**src/rtl/shift_unit_seq_pkg.sv**
```systemverilog
// Shared encodings for the multi-cycle shift unit: operation modes and FSM states.
// Also holds a small helper used when latching a request.
package shift_unit_seq_pkg;

    typedef enum logic [1:0] {
        MODE_SLL = 2'b00,
        MODE_SRL = 2'b01,
        MODE_SRA = 2'b10,
        MODE_ROL = 2'b11
    } mode_e;

    typedef enum logic [1:0] {
        IDLE  = 2'b00,
        SHIFT = 2'b01,
        DONE  = 2'b10
    } state_e;

    // Only arithmetic right shifts carry the operand's sign into vacated bits.
    function automatic logic sign_fill(input logic [1:0] mode, input logic msb);
        logic fill;
        if (mode == MODE_SRA) begin
            fill = msb;
        end else begin
            fill = 1'b0;
        end
        return fill;
    endfunction

endpackage

```
**src/rtl/shift_unit_seq_if.sv**
```systemverilog
// Request/result handshake bundle between the shift unit and its producer/consumer.
// The master side issues requests and accepts results; the slave side is the shift unit.
interface shift_unit_seq_if #(
    parameter int WIDTH = 32,
    parameter int SHW   = $clog2(WIDTH)
) ();

    logic             in_valid;
    logic             in_ready;
    logic [WIDTH-1:0] in_data;
    logic [SHW-1:0]   in_amt;
    logic [1:0]       in_mode;
    logic             out_valid;
    logic             out_ready;
    logic [WIDTH-1:0] out_data;

    modport master (
        output in_valid,
        output in_data,
        output in_amt,
        output in_mode,
        output out_ready,
        input  in_ready,
        input  out_valid,
        input  out_data
    );

    modport slave (
        input  in_valid,
        input  in_data,
        input  in_amt,
        input  in_mode,
        input  out_ready,
        output in_ready,
        output out_valid,
        output out_data
    );

endinterface

```
**src/rtl/shift_unit_seq_step.sv**
```systemverilog
// Combinational single-step shifter: moves a word by k bits (0..STEP) in the given mode.
// k is one bit wider than the amount field so a full-width step (STEP == WIDTH) fits.
module shift_step
    import shift_unit_seq_pkg::*;
#(
    parameter int WIDTH = 32,
    parameter int SHW   = $clog2(WIDTH)
) (
    input  logic [WIDTH-1:0] data_i,
    input  logic [SHW:0]     k_i,
    input  logic [1:0]       mode_i,
    input  logic             sign_i,
    output logic [WIDTH-1:0] data_o
);

    localparam logic [SHW:0] WIDTH_L = (SHW+1)'(WIDTH);

    logic [SHW:0]     back_s;
    logic [WIDTH-1:0] fill_s;

    // Select the shifted word; fill_s has ones in the top k positions for sign extension.
    always_comb begin
        back_s = WIDTH_L - k_i;
        fill_s = ~({WIDTH{1'b1}} >> k_i);
        case (mode_i)
            MODE_SLL: data_o = data_i << k_i;
            MODE_SRL: data_o = data_i >> k_i;
            MODE_SRA: begin
                if (sign_i) begin
                    data_o = (data_i >> k_i) | fill_s;
                end else begin
                    data_o = data_i >> k_i;
                end
            end
            MODE_ROL: data_o = (data_i << k_i) | (data_i >> back_s);
            default:  data_o = data_i;
        endcase
    end

endmodule

```
**src/rtl/shift_unit_seq.sv**
```systemverilog
// Multi-cycle shift unit: accepts one request, shifts up to STEP bits per cycle,
// then holds the result until the consumer takes it. No overlap between requests.
module shift_unit_seq
    import shift_unit_seq_pkg::*;
#(
    parameter int WIDTH = 32,
    parameter int STEP  = 1,
    parameter int SHW   = $clog2(WIDTH)
) (
    input  logic              clk,
    input  logic              rst_n,
    shift_unit_seq_if.slave   bus,
    output logic              busy
);

    localparam logic [SHW:0] STEP_L = (SHW+1)'(STEP);
    localparam logic [SHW:0] ZERO_L = {(SHW+1){1'b0}};

    state_e           state_q;
    logic [WIDTH-1:0] work_q;
    logic [SHW:0]     rem_q;
    logic [1:0]       mode_q;
    logic             sign_q;
    logic             in_ready_q;
    logic             out_valid_q;
    logic [WIDTH-1:0] out_data_q;
    logic             busy_q;

    logic [SHW:0]     k_s;
    logic [SHW:0]     rem_left_s;
    logic [WIDTH-1:0] step_s;

    // Step size for this cycle: STEP bits, or whatever is left if that is less.
    always_comb begin
        if (rem_q > STEP_L) begin
            k_s = STEP_L;
        end else begin
            k_s = rem_q;
        end
        rem_left_s = rem_q - k_s;
    end

    shift_step #(
        .WIDTH (WIDTH),
        .SHW   (SHW)
    ) u_step (
        .data_i (work_q),
        .k_i    (k_s),
        .mode_i (mode_q),
        .sign_i (sign_q),
        .data_o (step_s)
    );

    // Control FSM with all handshake outputs held in registers.
    always_ff @(posedge clk or negedge rst_n) begin
        if (!rst_n) begin
            state_q     <= IDLE;
            work_q      <= {WIDTH{1'b0}};
            rem_q       <= ZERO_L;
            mode_q      <= 2'b00;
            sign_q      <= 1'b0;
            in_ready_q  <= 1'b1;
            out_valid_q <= 1'b0;
            out_data_q  <= {WIDTH{1'b0}};
            busy_q      <= 1'b0;
        end else begin
            case (state_q)
                IDLE: begin
                    if (bus.in_valid) begin
                        work_q     <= bus.in_data;
                        rem_q      <= {1'b0, bus.in_amt};
                        mode_q     <= bus.in_mode;
                        sign_q     <= sign_fill(bus.in_mode, bus.in_data[WIDTH-1]);
                        in_ready_q <= 1'b0;
                        busy_q     <= 1'b1;
                        if (bus.in_amt == {SHW{1'b0}}) begin
                            state_q     <= DONE;
                            out_valid_q <= 1'b1;
                            out_data_q  <= bus.in_data;
                        end else begin
                            state_q <= SHIFT;
                        end
                    end
                end
                SHIFT: begin
                    work_q <= step_s;
                    rem_q  <= rem_left_s;
                    // The final step publishes its result directly, saving a cycle.
                    if (rem_left_s == ZERO_L) begin
                        state_q     <= DONE;
                        out_valid_q <= 1'b1;
                        out_data_q  <= step_s;
                    end
                end
                DONE: begin
                    if (bus.out_ready) begin
                        state_q     <= IDLE;
                        out_valid_q <= 1'b0;
                        in_ready_q  <= 1'b1;
                        busy_q      <= 1'b0;
                    end
                end
                default: begin
                    state_q     <= IDLE;
                    out_valid_q <= 1'b0;
                    in_ready_q  <= 1'b1;
                    busy_q      <= 1'b0;
                end
            endcase
        end
    end

    assign bus.in_ready  = in_ready_q;
    assign bus.out_valid = out_valid_q;
    assign bus.out_data  = out_data_q;
    assign busy          = busy_q;

endmodule
```
**src/flat_wrapper.sv**
```systemverilog
// flat-port wrapper written by rule: the top's interface ports become plain ports
module shift_unit_seq_flat import shift_unit_seq_pkg::*;
#(
    parameter int WIDTH = 32,
    parameter int STEP  = 1,
    parameter int SHW   = $clog2(WIDTH)
)
  (clk, rst_n, busy, bus_in_valid, bus_in_data, bus_in_amt, bus_in_mode, bus_out_ready, bus_in_ready, bus_out_valid, bus_out_data);
  shift_unit_seq_if #(.WIDTH(WIDTH), .SHW(SHW)) bus_i ();
  input  logic clk;
  input  logic rst_n;
  output logic busy;
  input wire logic [$bits(bus_i.in_valid)-1:0] bus_in_valid;
  input wire logic [$bits(bus_i.in_data)-1:0] bus_in_data;
  input wire logic [$bits(bus_i.in_amt)-1:0] bus_in_amt;
  input wire logic [$bits(bus_i.in_mode)-1:0] bus_in_mode;
  input wire logic [$bits(bus_i.out_ready)-1:0] bus_out_ready;
  output wire logic [$bits(bus_i.in_ready)-1:0] bus_in_ready;
  output wire logic [$bits(bus_i.out_valid)-1:0] bus_out_valid;
  output wire logic [$bits(bus_i.out_data)-1:0] bus_out_data;
  assign bus_i.in_valid = bus_in_valid;
  assign bus_i.in_data = bus_in_data;
  assign bus_i.in_amt = bus_in_amt;
  assign bus_i.in_mode = bus_in_mode;
  assign bus_i.out_ready = bus_out_ready;
  assign bus_in_ready = bus_i.in_ready;
  assign bus_out_valid = bus_i.out_valid;
  assign bus_out_data = bus_i.out_data;
  shift_unit_seq #(.WIDTH(WIDTH), .STEP(STEP), .SHW(SHW)) u_core (.clk(clk), .rst_n(rst_n), .bus(bus_i), .busy(busy));
endmodule
```
**config.mk**
```make
export PLATFORM = sky130hd
export DESIGN_NAME = shift_unit_seq_flat
export DESIGN_NICKNAME = d
export VERILOG_FILES = /design/src/rtl/shift_unit_seq_pkg.sv /design/src/rtl/shift_unit_seq_if.sv /design/src/rtl/shift_unit_seq_step.sv /design/src/rtl/shift_unit_seq.sv /design/src/flat_wrapper.sv
export SDC_FILE = /design/constraint.sdc
export NUM_CORES = 1
export LEC_CHECK = 0
export ABC_AREA = 1
export BUFFER_PORTS_ARGS = -buffer_cell sky130_fd_sc_hd__buf_2
export CORE_ASPECT_RATIO = 0.9
export CORE_MARGIN = 1.5
export CORE_UTILIZATION = 45
export DETAILED_ROUTE_END_ITERATION = 10
export GPL_ROUTABILITY_DRIVEN = 0
export HOLD_SLACK_MARGIN = 0.1
export SLEW_MARGIN = 0
export SYNTH_ARGS = -nofsm -noshare
export SYNTH_HDL_FRONTEND = slang
export SYNTH_HIERARCHICAL = 1
export SYNTH_SLANG_ARGS = --single-unit
```
**constraint.sdc**
```tcl
create_clock -name clk -period 5.7 [get_ports clk]
set_clock_uncertainty 0.05 [all_clocks]
set_input_delay 1.14 -clock clk [delete_from_list [all_inputs] [get_ports clk]]
set_output_delay 1.14 -clock clk [all_outputs]
set_load 0.005 [all_outputs]
```
# Word level (Yosys, flattened, before mapping)
# Cells that the tools add are included.
dict set report word_totals {
  register_bits 78
  in_bits 43
  wordCells 68
  output_inout_bits 35
}
dict set report op_classes {
  n_lt_le_gt_ge 1
  eq_ne 10
  n_shift 4
  addsub 2
  n_mux 27
  reduce_logical 11
  bitwise 4
}
# cell count
set ops {}
lappend ops {{32-bit two-way mux} 5}
lappend ops {{32-bit case mux with 2 select lines} 2}
lappend ops {{32-bit case mux with 4 select lines} 1}
lappend ops {{32-bit bitwise OR} 2}
lappend ops {{32-bit by 6-bit >> shifter with 32-bit output} 2}
lappend ops {{32-bit NOT} 1}
lappend ops {{32-bit by 6-bit left shift with 32-bit output} 1}
lappend ops {{32-bit by 6-bit >> shifter with 32-bit output, first input constant} 1}
lappend ops {{6-bit two-way mux} 2}
lappend ops {{6-bit case mux with 2 select lines} 1}
lappend ops {{1-bit case mux with 3 select lines} 3}
lappend ops {{2-bit equality test, second input constant} 4}
lappend ops {{1-bit two-way mux} 8}
lappend ops {{2-bit two-way mux} 4}
lappend ops {{4-bit AND reduction} 2}
lappend ops {{6-bit by 1-bit greater-than comparator with 1-bit output, second input constant} 1}
lappend ops {{6-bit logical NOT} 1}
lappend ops {{2-bit case mux with 3 select lines} 1}
lappend ops {{3-bit AND reduction} 2}
lappend ops {{6-bit subtractor} 1}
lappend ops {{6-bit subtractor, first input constant} 1}
lappend ops {{5-bit logical NOT} 1}
lappend ops {{2-bit by 1-bit equality test with 1-bit output, second input constant} 2}
lappend ops {{2-bit logical NOT} 2}
lappend ops {{5 further kinds} 8}

# Longest topological paths before layout
# Gate-level depths: netlist (run 1).
dict set report depth {
  word_depth 9
  mapped_depth 20
  depth_no_buf 17
}

# Hierarchy
# Netlist (run 1), hierarchy kept.
# module seq_area_each_um2 instances area_per_inst_um2 cells_each
set modules_own_cells {}
lappend modules_own_cells {shift_step 0.0 1 5406.4 1138}
lappend modules_own_cells {shift_unit_seq 1953.1 1 3425.8 337}

# Worst setup path after synthesis (run 1)
# OpenSTA, ideal clock, no wires.
dict set report synth_timing {
  path_kind {reg2reg}
  startpoint {register u_core.rem_q[4]}
  endpoint {register u_core.work_q[3]}
  required_ns 5.517
  arrival_ns 2.739
  path_stages_with_launch 19
  n_path_buf 5
  setup_time_ns 0.133
  synth_period_minus_slack_ns 2.922
  setup_slack_ns 2.778
  cell_sequence {dfrtp_1 > nor2_1 > nand4_1 > buf_6 > inv_4 > buf_6 > buf_8 > ha_1 > ha_1 > clkbuf_1 > clkbuf_1 > nand3_1 > nand3_1 > nand3_1 > nand2_1 > a21oi_1 > nand2_1 > mux2i_1 > o21ai_0}
}
dict set report synth_between {
  elab_chain_len 8
  word_cells_on_any_way 13
  cone_classes {1 x add/sub; 1 x order compare; 4 x shift; 4 x mux; 3 x bitwise}
}
# element line_no
set synth_lines {}
lappend synth_lines {{start: declaration} shift_unit_seq.sv:21} ;# logic [SHW:0] rem_q;
lappend synth_lines {{start signal: assignment} shift_unit_seq.sv:71} ;# rem_q <= {1'b0, bus.in_amt};
lappend synth_lines {{start signal: assignment} shift_unit_seq.sv:87} ;# rem_q <= rem_left_s;
lappend synth_lines {{6-bit by 1-bit greater-than comparator with 1-bit output (*)} shift_unit_seq.sv:35} ;# if (rem_q > STEP_L) begin
lappend synth_lines {{6-bit two-way mux (*)} shift_unit_seq.sv:35}
lappend synth_lines {{net u_core.k_s[0]} shift_unit_seq.sv:29} ;# logic [SHW:0] k_s;
lappend synth_lines {{parallel branches: the longest is 4 deep, another holds 6-bit subtractor} n/a}
lappend synth_lines {{32-bit case mux with 4 select lines (*)} shift_unit_seq_step.sv:25} ;# case (mode_i)
lappend synth_lines {{net u_core.step_s[3]} shift_unit_seq.sv:31} ;# logic [WIDTH-1:0] step_s;
lappend synth_lines {{32-bit case mux with 2 select lines (*)} shift_unit_seq.sv:67} ;# case (state_q)
lappend synth_lines {{end signal: assignment} shift_unit_seq.sv:58} ;# work_q <= {WIDTH{1'b0}};
lappend synth_lines {{end signal: assignment} shift_unit_seq.sv:70} ;# work_q <= bus.in_data;
lappend synth_lines {{end signal: assignment} shift_unit_seq.sv:86} ;# work_q <= step_s;
lappend synth_lines {{end: declaration} shift_unit_seq.sv:20} ;# logic [WIDTH-1:0] work_q;
# Mark *: on every way through the listed nets, which the timed path passes.
# A chain may end at the register's enable or synchronous reset.

# Final worst setup path (run 1)
dict set report layout_timing {
  startpoint {register u_core.rem_q[4]}
  endpoint {register u_core.work_q[1]}
}
# The elaborated chain is that of the path after synthesis.

==> impl_metrics.csv, run 1 <==
group,metric,value,unit
grt,grt_pass1_wl,59450,µm
power,total_power,5.071,mW
worst_setup_path,start_kind,"flip-flop",
grt,grtUsageTotal,38.54,%
timing,hold_viol,0,
die,die_w,150.7,µm
route,ant_nets,0,
yosys,synth_edf_count,0,
route,vias,11280,
timing,hold_slack,430.9,ps
run,cap_violations,0,
cts,ctsResizeCount,0,
grt,grt.overflow.total,0,
timing,slew_headroom,25.32,%
cts,cts_hold_buf,0,
worst_setup_path,crit_path_end_kind,"flip-flop",
timing,setup_violations,0,
route,via_per_inst,6.414,
yosys,ys_types,52,
worst_setup_path,critPathTopFamily,"buffers and inverters",
power,p_leak,4.769,nW
grt,grt_pass1_vias,10080,
yosys,synth_top_family_by_area,"simple AND/OR/NAND/NOR gates",
die,row_count,48,
die,start_util,45.96,%
timing,fmax,0.2283,GHz
worst_setup_path,slowest_stage,"inv_1",
cts,clockBufferDepth,2,
route,dr.first_iter.drc_count,2144,
yosys,syn-instance-count,1475,
die,die_area,20480,µm²
grt,antenna_found_initial,2,
worst_setup_path,worstSetupPathType,"reg2reg",
power,p_per_area,533.4,nW/µm²
yosys,synth_xor_area_share,0,%
grt,grt_max_degree,81,
finish,syn2layout_area_growth,7.622,%
yosys,async_flop_share,100.0,%
timing,maxSlewViolCount,0,
worst_setup_path,cp_common_cell,"nand3_1",
yosys,synth.avg_cell_area,5.988,µm²
route,route.detailed.drc,0,
cts,cts_max_level,3,
timing,period_needed,4381,ps
cts,clkTransAtPathRegs,70,ps
worst_setup_path,cpPeakStageDelay,850,ps
yosys,synth_mux_area_share,3.627,%
cts,clock_latency,340,ps
cts,post_cts_buffers,0,
finish,nFillCells,2128,
min_path,hold_path_class,"reg2reg",
cts,cts_tree,"done",
finish,drive_gt1_share,10.41,%
route,routed_wl,39600,µm
placed_design,io_buffer_count,77,
die,ios,78,
finish,fin_cells,1759,
power,peakVddDrop,0.5900,mV
yosys,syn_area,8832,µm²
die,core-area,19220,µm²
cts,cts-root-buf,"clkbuf_16",
worst_setup_path,crit_chain,"nor2_1, nand4_1, inv_4, ha_1, ha_1, buf_4, inv_1, nand3_1, nand3_1, nand3_1, nand3_1, nand2_1, a21oi_1, mux2i_1, o21ai_0",
worst_setup_path,critical_path_arrival,4600,ps
yosys,ys_seq_elements,78,
timing,period_share,76.86,%
run_status,outcome,"finished clean",
worst_setup_path,cp.required,5910,ps
yosys,yosys.area_share.simple,52.33,%
placed_design,numPlacedInstances,1742,
timing,setup-tns-final,0,ps
worst_setup_path,cp_num_buf_inv,3,
route,drtPass1Iterations,7,
route,wl_per_cell,22.51,µm
yosys,synth_compound_area_share,12.30,%
finish,fin_util,49.46,%
yosys,ys.flop_type,"dfrtp_1",
worst_setup_path,worstPathMaxFanout,39,
timing,worst_slew_pin_slew,1119,ps
cts,cts.sinks,78,
placed_design,hpwl,28500,µm
finish,nNetsFinal,1552,
cts,cts_buffers,9,
yosys,ys_seq_area_share,22.11,%
timing,rsz0062_at_grt,"no",
die,die_h,135.9,µm
yosys,synth_fa_ha_area_share,0.8500,%
yosys,yosys_warnings,6,
==> final timing paths <==
check	slack (ps)	cells after the start	to	from
setup / recovery	1320	15	u_core/work_q[1]	u_core/rem_q[4]
hold / removal	430	2	u_core/bus.out_data[1]	u_core/bus.out_data[1]
setup reg to reg	1320	15	u_core/work_q[1]	u_core/rem_q[4]
hold reg to reg	430	2	u_core/bus.out_data[1]	u_core/bus.out_data[1]
min in group asynchronous	640	1	u_core/bus.out_data[5]	rst_n
max in group asynchronous	3920	2	u_core/work_q[24]	rst_n
==> synthesized netlist by cell type, types with 3 or more instances <==
cell type  count  area [µm²]
nand3_1      475        2377
nand2_1      413        1550
dfrtp_1       77        1927
nor2_1        77       289.0
o21ai_0       63       315.3
inv_1         49       183.9
buf_2         40       200.2
a21oi_1       36       180.2
mux2i_1       32       320.3
o211ai_1      23       172.7
o21ai_1       19       95.09
clkbuf_1      16       60.06
nand2_2       16       100.1
buf_1         15       56.30
nand4_1       15       93.84
o21ai_2       14       122.6
buf_6         12       135.1
buf_4          9       67.56
and2_1         8       50.05
inv_2          7       26.28
ha_1           6       75.07
nor3_1         5       25.02
clkinv_1       4       15.01
nor2_2         4       25.02
a211oi_1       3       22.52
a31oi_1        3       18.77
==> placed cells by master (no fill, tap or decap), drive strengths merged, types with 2 or more instances in the layout <==
| master | count |
|---|---|
| a211oi | 3 |
| a21boi | 2 |
| a21oi | 37 |
| a22oi | 2 |
| a31oi | 3 |
| and2 | 8 |
| buf | 86 |
| bufinv | 2 |
| clkbuf | 10 |
| clkinv | 5 |
| clkinvlp | 2 |
| conb | 25 |
| dfrtp | 77 |
| ha | 6 |
| inv | 59 |
| mux2i | 32 |
| nand2 | 430 |
| nand3 | 478 |
| nand4 | 15 |
| nor2 | 84 |
| nor3 | 5 |
| nor4 | 2 |
| o2111ai | 2 |
| o211ai | 24 |
| o21ai | 96 |
| o31ai | 2 |
==> metal layers <==
layer / global-route usage [%] / wire, µm
met5: 0 / 14
met4: 20.01 / 2533
met3: 12.35 / 5552
met2: 54.18 / 15690
met1: 52.26 / 15800
==> report_power, final <==
| group | internal [mW] | total [mW] | switching [mW] |
|---|---|---|---|
| logic | 1.00 | 3.36 | 2.35 |
| registers | 0.819 | 1.06 | 0.244 |
| clock network | 0.398 | 0.651 | 0.253 |
==> worst reg2reg max path, stage by stage, from the launching register on <==
cell	delay, ps
dfrtp_1	430
nor2_1	170
nand4_1	190
inv_4	390
ha_1	380
ha_1	270
buf_4	250
inv_1	860
nand3_1	280
nand3_1	160
nand3_1	80
nand3_1	90
nand2_1	70
a21oi_1	270
mux2i_1	170
o21ai_0	180
==> sequential cells by signal, summed over array words and instances (netlist names) <==
register,cells
u_core/sign_q,1
u_core/rem_q,6
u_core/mode_q,2
u_core/bus.out_valid,1
u_core/work_q,32
u_core/busy,1
u_core/bus.out_data,32
u_core/state_q,2
u_core/bus.in_ready,1
==> metrics by stage <==
step | instance area (µm²) | worst slack, ps
after floorplan | 8922 | 2778
after global placement | 9171 | 1636
after detailed placement | 9171 | 1567
after CTS | 9503 | 1534
after global routing | 9503 | 1200
final | 9505 | 1319
==> kinds of logic (layout without fill, tap and decap cells) <==
group	Yosys count	after routing
buf+inv	155	164
fa+ha+maj	6	6
other cells	1	26
simple gates	1023	1023
compound gates	180	180
flops	78	78
mux	32	32
==> layout make-up <==
cell class	instances	area (µm²)	share of cell area (%)
multi-input cells	1266	6212	65.35
clock buffers	10	239.0	2.514
well taps	250	312.8	3.291
inverters	62	237.7	2.501
diodes	1	2.502	0.02633
flip-flops and latches	78	1953	20.55
clock inverters	6	92.59	0.9741
repair buffers	86	455.4	4.791
(Power assumes the default switching activity.)
==> inputs of run 2 (changes only) <==
--- a/config.mk
+++ b/config.mk
@@ -5,7 +5,7 @@
 export SDC_FILE = /design/constraint.sdc
 export NUM_CORES = 1
 export LEC_CHECK = 0
-export ABC_AREA = 1
+export ABC_AREA = 0
 export BUFFER_PORTS_ARGS = -buffer_cell sky130_fd_sc_hd__buf_2
 export CORE_ASPECT_RATIO = 0.9
 export CORE_MARGIN = 1.5
==> constraint.sdc (replaced) <==
create_clock -name clk -period 4.1 [get_ports clk]
set_clock_uncertainty 0.05 [all_clocks]
set_input_delay 0.82 -clock clk [delete_from_list [all_inputs] [get_ports clk]]
set_output_delay 0.82 -clock clk [all_outputs]
set_load 0.005 [all_outputs]
==> impl_metrics.csv, run 2 <==
group,metric,value,unit
run_status,outcome,"finished clean",
grt,grt_pass1_vias,9578,
timing,maxSlewViolCount,0,
worst_setup_path,cp_common_cell,"mux2i_1",
yosys,yosys_warnings,6,
run,cap_violations,0,
power,p_leak,4.583,nW
cts,cts_buffers,9,
worst_setup_path,worstPathMaxFanout,55,
cts,clockBufferDepth,2,
cts,cts-root-buf,"clkbuf_16",
cts,post_cts_buffers,0,
timing,worst_slew_pin_slew,856.4,ps
finish,syn2layout_area_growth,7.661,%
yosys,async_flop_share,100.0,%
route,wl_per_cell,27.58,µm
yosys,yosysMostFrequentCell,"mux2i_1",
cts,cts_hold_buf,0,
die,row_count,52,
power,switching_share,51.52,%
power,peakVddDrop,0.5093,mV
yosys,ys_seq_area_share,18.74,%
grt,grt.overflow.total,0,
cts,clkTransAtPathRegs,60,ps
power,p_switching,4.375,mW
worst_setup_path,start_kind,"flip-flop",
timing,postLayoutSetupSlackWorst,57.49,ps
cts,cts_max_level,3,
timing,setup-tns-final,0,ps
grt,grt_pass1_wl,61420,µm
power,p_clk_share,9.5,%
finish,nFillCells,2147,
power,seqPwrFrac,22.9,%
grt,grt_max_degree,74,
placed_design,hpwl,29930,µm
placed_design,io_buffer_count,77,
timing,slew_headroom,42.18,%
worst_setup_path,ff2ff_path_depth,10,
timing,period_needed,4043,ps
yosys,synth_top_area_share,18.49,%
placed_design,numPlacedInstances,1464,
timing,setup_violations,0,
power,combPwrFrac,67.6,%
power,p_per_area,757.0,nW/µm²
worst_setup_path,crit_path_end,"u_core/bus.out_data[13]",
placed_design,place_ws,149.5,ps
yosys,synth.avg_cell_area,8.944,µm²
die,die_w,163.4,µm
cts,ctsResizeCount,0,
worst_setup_path,worstSetupPathType,"reg2reg",
yosys,ys_top_cells_by_area,"dfrtp_1 (18%), mux4_2 (16%), mux2i_1 (13%)",
cts,clock_latency,350,ps
min_path,hold_path_class,"reg2reg",
yosys,syn-instance-count,1165,
cts,cts_tree,"done",
power,total_power,8.492,mW
timing,hold_viol,0,
timing,rsz0062_at_grt,"yes",
finish,fin_util,49.69,%
die,core-area,22580,µm²
worst_setup_path,crit_path_end_kind,"flip-flop",
die,ios,78,
die,die_h,147.4,µm
worst_setup_path,slowest_stage,"mux2i_1",
route,via_per_inst,7.074,
die,start_util,46.15,%
route,dr.first_iter.drc_count,1404,
route,vias,10460,
worst_setup_path,r2r_start,"u_core/rem_q[0]",
timing,period_share,98.60,%
worst_setup_path,cpPeakStageDelay,530,ps
yosys,synth_largest_area_cell,"dfrtp_1",
worst_setup_path,rrSetupSlack,60,ps
timing,fmax,0.2474,GHz
yosys,synth_edf_count,0,
route,drtPass1Iterations,6,
finish,nNetsFinal,1227,
worst_setup_path,r2r_end,"u_core/bus.out_data[13]",
yosys,synthTopCellsByCount,"mux2i_1 (133), nand2_1 (110), nor2_1 (94)",
finish,final_common_cell,"mux2i_1",
worst_setup_path,cp.required,4280,ps
route,routed_wl,40790,µm
finish,layout_common_cells,"mux2i_1 (132), nand2_1 (109), nor2_1 (94)",
yosys,syn_area,10420,µm²
grt,grtUsageTotal,34.08,%
yosys,ys_types,83,
finish,fin_cells,1479,
worst_setup_path,crit_chain,"or4_4, or3_4, buf_4, mux2i_1, mux2i_1, mux2i_1, nor2_1, a311oi_1, a221oi_2, o221a_1",
power,internal_power,4.117,mW
cts,cts.sinks,78,
worst_setup_path,critical_path_arrival,4230,ps
worst_setup_path,critical_path.startpoint,"u_core/rem_q[0]",
grt,antenna_found_initial,0,
yosys,ys.flop_type,"dfrtp_1",
finish,antennaDiodeCount,0,
finish,drive_gt1_share,24.20,%
die,die_area,24080,µm²
route,ant_nets,0,
route,route.detailed.drc,0,
yosys,ys_seq_elements,78,
run 2: changes by cell type after synthesis, sizes merged, moves of 37 or more:
cell,previous run,this run
clkbuf,16,77
inv,58,15
mux2,0,44
mux2i,32,133
mux4,0,78
nand2,430,110
nand2b,0,37
nand3,478,24
run 2: power by group through the flow:
stage / clock [mW] / sequential (mW) / combinational, mW
floorplan: 0 / 1.44 / 4.16
global placement: 0 / 1.90 / 5.41
detailed placement: 0 / 1.90 / 5.43
CTS: 0.820 / 1.89 / 5.46
global route: 0.855 / 1.98 / 6.04
finish: 0.805 / 1.94 / 5.74
run 2: logic make-up (layout without fill, tap and decap cells):
kind of cell | after synthesis | in the layout | synth area share [%]
xor gates and xnor gates | 4 | 4 | 0.4083
DFF | 78 | 78 | 18.74
adders and majority gates | 6 | 6 | 0.7204
muxes | 255 | 255 | 34.50
AOI/OAI and AO/OA | 329 | 329 | 22.12
buffers and inverters | 154 | 147 | 8.009
other | 1 | 25 | 0.03599
and+or+nand+nor | 338 | 338 | 15.47
run 2: how the worst min path moves through the flow:
stage,start,slack [ps],end,depth (start not counted)
floorplan,u_core/work_q[5],410,u_core/work_q[5],2
global placement,u_core/bus.out_valid,410,u_core/bus.out_valid,1
detailed placement,u_core/bus.out_valid,420,u_core/bus.out_valid,1
CTS,u_core/bus.out_valid,430,u_core/bus.out_valid,1
global route,u_core/bus.out_valid,460,u_core/bus.out_valid,1
finish,u_core/bus.out_valid,430,u_core/bus.out_valid,1
run 2: layout make-up:
| cell class | instances | area, µm² | area share (%) |
|---|---|---|---|
| clock inverter | 6 | 63.81 | 0.5688 |
| multi-input combinational | 957 | 7831 | 69.81 |
| inverter | 15 | 60.06 | 0.5354 |
| timing repair buffer | 117 | 713.2 | 6.357 |
| sequential | 78 | 1953 | 17.41 |
| tap | 297 | 371.6 | 3.312 |
| clock buffer | 9 | 225.2 | 2.008 |
run 2: stage by stage:
| step | instance area [µm²] | hold slack (ps) |
|---|---|---|
| 2_1_floorplan | 10640 | 411.6 |
| 3_3_place_gp | 10910 | 410.5 |
| 3_5_place_dp | 10910 | 416.5 |
| 4_1_cts | 11200 | 429.7 |
| 5_1_grt | 11220 | 461.2 |
| 6_report | 11220 | 428.1 |
run 2: worst max-delay path: cells and delay by family (launching register included):
kind,cells,cell delay (ps)
compound gates,3,840
simple gates,3,1000
buf+inv,1,390
mux,3,1180
flops,1,450
run 2: routing by layer:
metal	wire [µm]	GRT usage [%]	vias up
li1	-	-	4459
met1	16800	49.22	5065
met2	16290	46.27	809
met3	5843	11.49	129
met4	1855	13.21	0
met5	0	0	-
